## src/rtl/mem_access_unit.sv

```systemverilog
`default_nettype none
// ============================================================================
// Module   : mem_access_unit
// Purpose  : Load/store unit between a pipeline and a byte-addressed data
//            memory. Aligned requests are passed through as one native memory
//            command. Misaligned loads are built from two word reads.
//            Misaligned stores are broken into consecutive byte stores.
//            Illegal size codes are answered with an error and no memory
//            access.
// Revision : 1.0 - initial release
// ----------------------------------------------------------------------------
// Ports
//   clk        in   clock, rising edge
//   rst_n      in   asynchronous active-low reset
//   req_valid  in   request present
//   req_ready  out  unit idle, request can be accepted
//   req_store  in   1 = store, 0 = load
//   req_op     in   funct3 size code (B/H/W/BU/HU)
//   req_addr   in   byte address (ADDR_W)
//   req_wdata  in   store data, right-aligned
//   rsp_valid  out  one-cycle completion pulse
//   rsp_rdata  out  extended load result (0 for stores/errors)
//   rsp_err    out  illegal op, no memory access made
//   rsp_split  out  request was split into several accesses
//   mem_addr   out  memory byte address (ADDR_W)
//   mem_wdata  out  memory store data, right-aligned
//   mem_cmd    out  memory command (bit3 = read, 0000 = idle)
//   mem_rdata  in   memory read word, valid in the cycle mem_cmd is driven
// ============================================================================
module mem_access_unit #(
  parameter int ADDR_W = 32
) (
  input  logic              clk,
  input  logic              rst_n,
  input  logic              req_valid,
  output logic              req_ready,
  input  logic              req_store,
  input  logic [2:0]        req_op,
  input  logic [ADDR_W-1:0] req_addr,
  input  logic [31:0]       req_wdata,
  output logic              rsp_valid,
  output logic [31:0]       rsp_rdata,
  output logic              rsp_err,
  output logic              rsp_split,
  output logic [ADDR_W-1:0] mem_addr,
  output logic [31:0]       mem_wdata,
  output logic [3:0]        mem_cmd,
  input  logic [31:0]       mem_rdata
);

  typedef enum logic [2:0] {
    IDLE    = 3'd0,
    ACCESS  = 3'd1,
    LD_LO   = 3'd2,
    LD_HI   = 3'd3,
    ST_BYTE = 3'd4,
    RESP    = 3'd5
  } state_t;

  localparam logic [3:0] CMD_IDLE = 4'b0000;
  localparam logic [3:0] CMD_LW   = 4'b1100;
  localparam logic [3:0] CMD_SB   = 4'b0101;

  state_t             state_q, state_d;
  logic               store_q, store_d;
  logic [2:0]         op_q, op_d;
  logic [ADDR_W-1:0]  addr_q, addr_d;
  logic [31:0]        wdata_q, wdata_d;
  logic [31:0]        lo_q, lo_d;
  logic [1:0]         cnt_q, cnt_d;
  logic               rsp_valid_q, rsp_valid_d;
  logic [31:0]        rsp_rdata_q, rsp_rdata_d;
  logic               rsp_err_q, rsp_err_d;
  logic               rsp_split_q, rsp_split_d;
  logic [ADDR_W-1:0]  mem_addr_q, mem_addr_d;
  logic [31:0]        mem_wdata_q, mem_wdata_d;
  logic [3:0]         mem_cmd_q, mem_cmd_d;

  // Sign/zero extension of a right-aligned load value per size code.
  function automatic logic [31:0] extend(input logic [2:0] op, input logic [31:0] v);
    logic [31:0] r;
    case (op[1:0])
      2'b00:   r = op[2] ? {24'h0, v[7:0]}  : {{24{v[7]}}, v[7:0]};
      2'b01:   r = op[2] ? {16'h0, v[15:0]} : {{16{v[15]}}, v[15:0]};
      default: r = v;
    endcase
    return r;
  endfunction

  // Native memory command for a legal request.
  function automatic logic [3:0] native_cmd(input logic st, input logic [2:0] op);
    logic [3:0] c;
    if (st) begin
      case (op[1:0])
        2'b00:   c = 4'b0101;
        2'b01:   c = 4'b0110;
        default: c = 4'b0111;
      endcase
    end else begin
      case (op)
        3'b000:  c = 4'b1000;
        3'b100:  c = 4'b1001;
        3'b001:  c = 4'b1010;
        3'b101:  c = 4'b1011;
        default: c = 4'b1100;
      endcase
    end
    return c;
  endfunction

  logic        w_legal;
  logic        w_aligned;
  logic [55:0] w_raw;
  logic [31:0] w_sel;
  logic [31:0] w_load;
  logic [1:0]  w_next_cnt;
  logic [1:0]  w_last_cnt;
  logic [7:0]  w_next_byte;

  always_comb begin
    // Legality and alignment of the request on the input port.
    if (req_store) w_legal = (req_op == 3'b000) || (req_op == 3'b001) || (req_op == 3'b010);
    else           w_legal = (req_op != 3'b011) && (req_op != 3'b110) && (req_op != 3'b111);

    case (req_op[1:0])
      2'b00:   w_aligned = 1'b1;
      2'b01:   w_aligned = ~req_addr[0];
      default: w_aligned = (req_addr[1:0] == 2'b00);
    endcase

    // Load data window: in LD_HI the high word is live on mem_rdata and the
    // low word was captured in lo_q. Only the low 3 bytes of the high word
    // can ever fall inside a 4-byte window starting at offset 0..3.
    if (state_q == LD_HI) w_raw = {mem_rdata[23:0], lo_q};
    else                  w_raw = {24'h0, mem_rdata};

    case (addr_q[1:0])
      2'b00:   w_sel = w_raw[31:0];
      2'b01:   w_sel = w_raw[39:8];
      2'b10:   w_sel = w_raw[47:16];
      default: w_sel = w_raw[55:24];
    endcase
    w_load = extend(op_q, w_sel);

    // Byte-store sequencing.
    w_next_cnt = cnt_q + 2'd1;
    w_last_cnt = (op_q[1:0] == 2'b01) ? 2'd1 : 2'd3;
    case (w_next_cnt)
      2'd1:    w_next_byte = wdata_q[15:8];
      2'd2:    w_next_byte = wdata_q[23:16];
      2'd3:    w_next_byte = wdata_q[31:24];
      default: w_next_byte = wdata_q[7:0];
    endcase
  end

  always_comb begin
    state_d     = state_q;
    store_d     = store_q;
    op_d        = op_q;
    addr_d      = addr_q;
    wdata_d     = wdata_q;
    lo_d        = lo_q;
    cnt_d       = cnt_q;
    rsp_valid_d = 1'b0;
    rsp_rdata_d = rsp_rdata_q;
    rsp_err_d   = rsp_err_q;
    rsp_split_d = rsp_split_q;
    mem_addr_d  = mem_addr_q;
    mem_wdata_d = mem_wdata_q;
    mem_cmd_d   = CMD_IDLE;

    case (state_q)
      IDLE: begin
        if (req_valid) begin
          store_d = req_store;
          op_d    = req_op;
          addr_d  = req_addr;
          wdata_d = req_wdata;
          if (!w_legal) begin
            state_d     = RESP;
            rsp_valid_d = 1'b1;
            rsp_err_d   = 1'b1;
            rsp_split_d = 1'b0;
            rsp_rdata_d = 32'h0;
          end else if (w_aligned) begin
            state_d     = ACCESS;
            mem_cmd_d   = native_cmd(req_store, req_op);
            mem_addr_d  = req_addr;
            mem_wdata_d = req_wdata;
          end else if (!req_store) begin
            state_d    = LD_LO;
            mem_cmd_d  = CMD_LW;
            mem_addr_d = {req_addr[ADDR_W-1:2], 2'b00};
          end else begin
            // First byte goes out straight from the request fields since
            // the registered copies are only loaded at this same edge.
            state_d     = ST_BYTE;
            cnt_d       = 2'd0;
            mem_cmd_d   = CMD_SB;
            mem_addr_d  = req_addr;
            mem_wdata_d = {24'h0, req_wdata[7:0]};
          end
        end
      end

      ACCESS: begin
        state_d     = RESP;
        rsp_valid_d = 1'b1;
        rsp_err_d   = 1'b0;
        rsp_split_d = 1'b0;
        rsp_rdata_d = store_q ? 32'h0 : w_load;
      end

      LD_LO: begin
        state_d    = LD_HI;
        lo_d       = mem_rdata;
        mem_cmd_d  = CMD_LW;
        mem_addr_d = mem_addr_q + ADDR_W'(4);
      end

      LD_HI: begin
        state_d     = RESP;
        rsp_valid_d = 1'b1;
        rsp_err_d   = 1'b0;
        rsp_split_d = 1'b1;
        rsp_rdata_d = w_load;
      end

      ST_BYTE: begin
        if (cnt_q == w_last_cnt) begin
          state_d     = RESP;
          rsp_valid_d = 1'b1;
          rsp_err_d   = 1'b0;
          rsp_split_d = 1'b1;
          rsp_rdata_d = 32'h0;
        end else begin
          cnt_d       = w_next_cnt;
          mem_cmd_d   = CMD_SB;
          mem_addr_d  = addr_q + ADDR_W'(w_next_cnt);
          mem_wdata_d = {24'h0, w_next_byte};
        end
      end

      RESP: begin
        state_d = IDLE;
      end

      default: begin
        state_d = IDLE;
      end
    endcase
  end

  always_ff @(posedge clk or negedge rst_n) begin
    if (!rst_n) begin
      state_q     <= IDLE;
      store_q     <= 1'b0;
      op_q        <= 3'b000;
      addr_q      <= '0;
      wdata_q     <= 32'h0;
      lo_q        <= 32'h0;
      cnt_q       <= 2'd0;
      rsp_valid_q <= 1'b0;
      rsp_rdata_q <= 32'h0;
      rsp_err_q   <= 1'b0;
      rsp_split_q <= 1'b0;
      mem_addr_q  <= '0;
      mem_wdata_q <= 32'h0;
      mem_cmd_q   <= CMD_IDLE;
    end else begin
      state_q     <= state_d;
      store_q     <= store_d;
      op_q        <= op_d;
      addr_q      <= addr_d;
      wdata_q     <= wdata_d;
      lo_q        <= lo_d;
      cnt_q       <= cnt_d;
      rsp_valid_q <= rsp_valid_d;
      rsp_rdata_q <= rsp_rdata_d;
      rsp_err_q   <= rsp_err_d;
      rsp_split_q <= rsp_split_d;
      mem_addr_q  <= mem_addr_d;
      mem_wdata_q <= mem_wdata_d;
      mem_cmd_q   <= mem_cmd_d;
    end
  end

  assign req_ready = (state_q == IDLE);
  assign rsp_valid = rsp_valid_q;
  assign rsp_rdata = rsp_rdata_q;
  assign rsp_err   = rsp_err_q;
  assign rsp_split = rsp_split_q;
  assign mem_addr  = mem_addr_q;
  assign mem_wdata = mem_wdata_q;
  assign mem_cmd   = mem_cmd_q;

endmodule
`default_nettype wire

```

## config.mk

```make
export PLATFORM = sky130hd
export DESIGN_NAME = mem_access_unit
export DESIGN_NICKNAME = d
export VERILOG_FILES = /design/src/rtl/mem_access_unit.sv
export SDC_FILE = /design/constraint.sdc
export NUM_CORES = 1
export LEC_CHECK = 0
export CORE_MARGIN = 3
export CORE_UTILIZATION = 40
export CTS_CLUSTER_SIZE = 28
export DETAILED_ROUTE_END_ITERATION = 8
export PLACE_DENSITY_LB_ADDON = 0.08
export SLEW_MARGIN = 20
export SYNTH_ARGS = -nofsm -noshare
export SYNTH_HDL_FRONTEND = slang
export SYNTH_SLANG_ARGS = --single-unit
```

## constraint.sdc

```tcl
create_clock -name clk -period 3.7 [get_ports clk]
set_clock_uncertainty 0.1 [all_clocks]
set_input_delay 0.925 -clock clk [delete_from_list [all_inputs] [get_ports clk]]
set_output_delay 0.925 -clock clk [all_outputs]
set_load 0.02 [all_outputs]
```

Word-level counts from Yosys, hierarchy flattened. Index checks and enable logic that the tools add are counted.

Output and inout port bits: 104. Bits of input ports: 103. Logic and storage cells: 126. Flip-flop bits (word level): 208.

Bitwise logic cells: 1. Equal/unequal tests: 27. Add/subtract/negate cells: 3. Reductions and logical operators: 22. Multiplexer cells: 59.

Operator list (number): $mux 32 (14); $pmux 32 s3 (2); $pmux 32 s2 (2); $pmux 32 s4 (1); $mux 56 (1); $add 32x2->32 (1); $add 32x3->32 const B (1); $pmux 3 s4 (2); $pmux 8 s3 (1); $mux 4 (5); $mux 3 (6); $mux 2 (8); $pmux 4 s3 (1); $reduce_and 4->1 (3); $mux 1 (10); $ne 2x2->1 const B (5); $eq 3x2->1 const B (3); $eq 3x3->1 const B (3); $eq 2x1->1 const B (4); $logic_not 2->1 (4); $pmux 2 s2 (2); $eq 2x2->1 const B (3); $eq 3x1->1 const B (2); $logic_not 3->1 (2); 19 further kinds (26).

Longest topological paths before layout.
Word-level depth: 7. Depth in mapped cells: 10. Mapped depth without buffers: 9.

Worst setup path after synthesis. Ideal clock, no wire load.

Path kind: reg-to-reg. Start point: reg addr_q[1]. End point: reg mem_addr_q[22] (netlist: mem_addr[22]). Path slack: 0.795 ns. Required time: 3.466 ns. Cell stages (with the launch flop): 10. Clock period less this slack: 2.905 ns. Buffers on the path: 2. Data arrival time: 2.671 ns. Setup time: 0.134 ns. Cell sequence: dfrtp_1 -> clkinv_1 -> clkbuf_1 -> buf_1 -> fa_1 -> nor3b_1 -> nand4_1 -> xnor2_1 -> a221oi_1 -> o21ai_0.

Cells in the longest elaborated chain, start to end: 3.

Ends and longest elaborated chain: start: declaration (RTL line 67) `logic [ADDR_W-1:0] addr_q, addr_d;`; start signal: assignment (RTL line 274) `addr_q <= addr_d;`; $add 32x2->32 (RTL line 239) `mem_addr_d = addr_q + ADDR_W'(w_next_cnt);`; $mux 32 (RTL line 230) `if (cnt_q == w_last_cnt) begin`; $pmux 32 s3 (RTL line 172) `case (state_q)`; end signal: assignment (RTL line 282) `mem_addr_q <= mem_addr_d;`; end: declaration (RTL line 75) `logic [ADDR_W-1:0] mem_addr_q, mem_addr_d;`.

Every way passes these cells. The select of a mux whose other input is x is not followed. A chain may end at the register's enable or synchronous reset.

Final worst setup path.
Start point: reg state_q[1]. End point: out req_ready.

Cells in the longest elaborated chain, start to end: 1.

Ends and longest elaborated chain: start: declaration (RTL line 64) `state_t state_q, state_d;`; start signal: assignment (RTL line 271) `state_q <= state_d;`; $logic_not 3->1 (RTL line 288) `assign req_ready = (state_q == IDLE);`; end: declaration (RTL line 36) `output logic req_ready,`.

Every way passes these cells.

==> reports/metrics.yaml <==
status:
  status: "complete, no violations"
timing:
  setup-tns-final_ns: 0
  worst_slew_pin_slew_ns: 0.854
  finalCritPeriodShare: 0.890
  slew_headroom: 0.429
  fmax_mhz: 304
  timing.final.ws_setup_ns: 0.405
  fin_crit_ns: 3.29
  final_hold_viol_count: 0
  drv_slew: 0
  grt_setup_unrepaired: "no"
  hold_slack_ns: 0.287
  finalSetupViolations: 0
clocking:
  h-tree-depth: 1
  root_buffer: "clkbuf_16"
  clk_path_buf_depth: 3
  clk_pin_slew_ns: 0.06
  numClockSinks: 208
  ctsResizeCount: 0
  cts_setup_buffers: 0
  numCtsBuffers: 25
  cts_tree: "yes"
  clk-insertion-delay-late_ns: 0.52
  cts-hold-fix-buffers: 0
die:
  std_cell_rows: 60
  start_util: 0.413
  die_y_um: 174
  core_area_sq_um: 27400
  io_pins: 207
  fp.dieW_um: 174
  die_area_sq_um: 30400
finish:
  drive_gt1_frac: 0.0699
  design_area_sq_um: 14700
  diodes: 0
  nNetsFinal: 1609
  fillers: 2520
  final_util: 0.537
  mostFrequentLayoutCell: "nand2_1"
  area_delta_synth_final_pct: 29.8
  final_cell_mix: "419 x nand2_1, 208 x dfrtp_1, 205 x clkdlybuf4s50_1, 95 x o21ai_0, 66 x a21oi_1"
worst_setup_path:
  crit_type: "reg -> out"
  crit_fanout: 6
  rr_endpoint: "mem_addr[22]"
  cp-start-kind: "flip-flop"
  critPathCaptureType: "primary output"
  r2r_start: "cnt_q[0]"
  cp.arrival_ns: 2.27
  worstPathRequired_ns: 2.67
  reg2reg_depth: 10
  crit_slowest_cell: "clkdlybuf4s50_1"
  slowest_delay_ns: 0.66
  path_cells: "inv_1 > nand2_1 > nor2_1 > clkdlybuf4s50_1"
  r2r_setup_slack_ns: 0.83
global_route:
  grt_start_max_net_pins: 88
  overflow: 0
  grt_pass1_vias: 10137
  antenna_found_initial: 1
  grt_pass1_wl_um: 58700
  grt.total_usage: 0.238
synth:
  avgSynthCellArea_sq_um: 8.58
  syn_inst: 1321
  synth_nets: 1432
  ys_seq_elements: 208
  yosysSeqAreaShare: 0.459
  ys.flop_type: "dfrtp_1"
  synthArstFlopShare: 1.00
  synth-edff-count: 0
  synthesis.area_sq_um: 11300
  yosys_warnings: 0
  synth_cell_types: 60
drt:
  dr.first_iter.drc_count: 1086
  vias: 10485
  drc_errors: 0
  drt_first_pass_iters: 5
  routed_wl_um: 36700
  ant_nets: 0
  via_per_inst: 5.55
  wire_per_inst_um: 19.4
power_and_ir_drop:
  p_per_area_nw_per_um2: 872
  leakage_uw: 0.00637
  vdd_drop_max_mv: 0.382
placed_design:
  dp_slack_ns: 0.339
  portBuffers: 206
  place_area_sq_um: 13800
  hpwl_um: 25700
  place.gp.congestion: 0.870
run:
  drv_cap: 0
hold_path:
  hold_class: "in -> async"
report_power, final:
part / switching (uW) / total [uW] / internal, uW / leakage, uW
Sequential: 960 / 4260 / 3300 / 0.00256
Clock: 1020 / 2650 / 1630 / 0.000422
Combinational: 3420 / 5920 / 2500 / 0.00339
Total: 5400 / 12800 / 7430 / 0.00637
metrics by stage:
stage               std cells  power (uW)
finish                   1888       12800
global route             1888       13700
CTS                      1888       12900
detailed placement       1843       10200
global placement         1843       10100
floorplan                1321        7720
layer usage:
layer	GRT usage	part of all wire	vias to the layer above
met5	0	0.00035	-
met1	0.363	0.47	4984
met3	0.0470	0.082	57
met4	0.0580	0.024	2
met2	0.346	0.43	444
li1	-	-	4998
sequential cells by signal, indices dropped and copies added (netlist names):
| register | count |
|---|---|
| store_q | 1 |
| rsp_err | 1 |
| mem_addr | 32 |
| cnt_q | 2 |
| rsp_valid | 1 |
| lo_q | 32 |
| mem_wdata | 32 |
| rsp_split | 1 |
| wdata_q | 32 |
| mem_cmd | 4 |
| op_q | 3 |
| rsp_rdata | 32 |
| addr_q | 32 |
| state_q | 3 |
critical path, delay by kind of cell (launching register included):
family / cells / cell delay [ns]
buffers and inverters: 2 / 0.88
AND/OR/NAND/NOR: 2 / 0.49
flip-flops: 1 / 0.38
synthesized netlist by cell type (15+ instances only):
master	number	area share
xor2_1	18	0.014
a22o_1	25	0.019
clkbuf_1	76	0.025
o21ai_0	95	0.042
nand2_1	422	0.14
dfrtp_1	208	0.46
a21oi_1	66	0.029
o211ai_1	17	0.011
a31oi_1	17	0.0094
nor2_1	64	0.021
mux4_2	15	0.030
xnor2_1	18	0.014
nand4_1	21	0.012
mux2i_1	40	0.035
nand3_1	38	0.017
nor3_1	19	0.0084
final cells by class:
| type | count | area (sq um) | area share |
|---|---|---|---|
| sequential | 208 | 5200 | 0.354 |
| multi-input combinational | 1008 | 5740 | 0.390 |
| tap | 372 | 465 | 0.0316 |
| timing repair buffer | 240 | 2360 | 0.160 |
| clock buffer | 30 | 664 | 0.0452 |
| inverter | 15 | 56.3 | 0.00383 |
| clock inverter | 15 | 221 | 0.0151 |
kinds of logic after synthesis:
logic type | synth area share
simple gates | 0.233
compound gates | 0.167
flops | 0.459
buf+inv | 0.0371
mux | 0.0662
xor+xnor | 0.0278
fa+ha+maj | 0.00950
worst max path at each step:
stage,start,end,cells after the start
after global routing,state_q[1],req_ready,4
after CTS,state_q[1],req_ready,4
after global placement,mem_rdata[15],rsp_rdata[16],7
after detailed placement,mem_rdata[7],rsp_rdata[18],7
after floorplan,addr_q[1],mem_addr[22],9
final,state_q[1],req_ready,4
(Power assumes the default switching activity.)
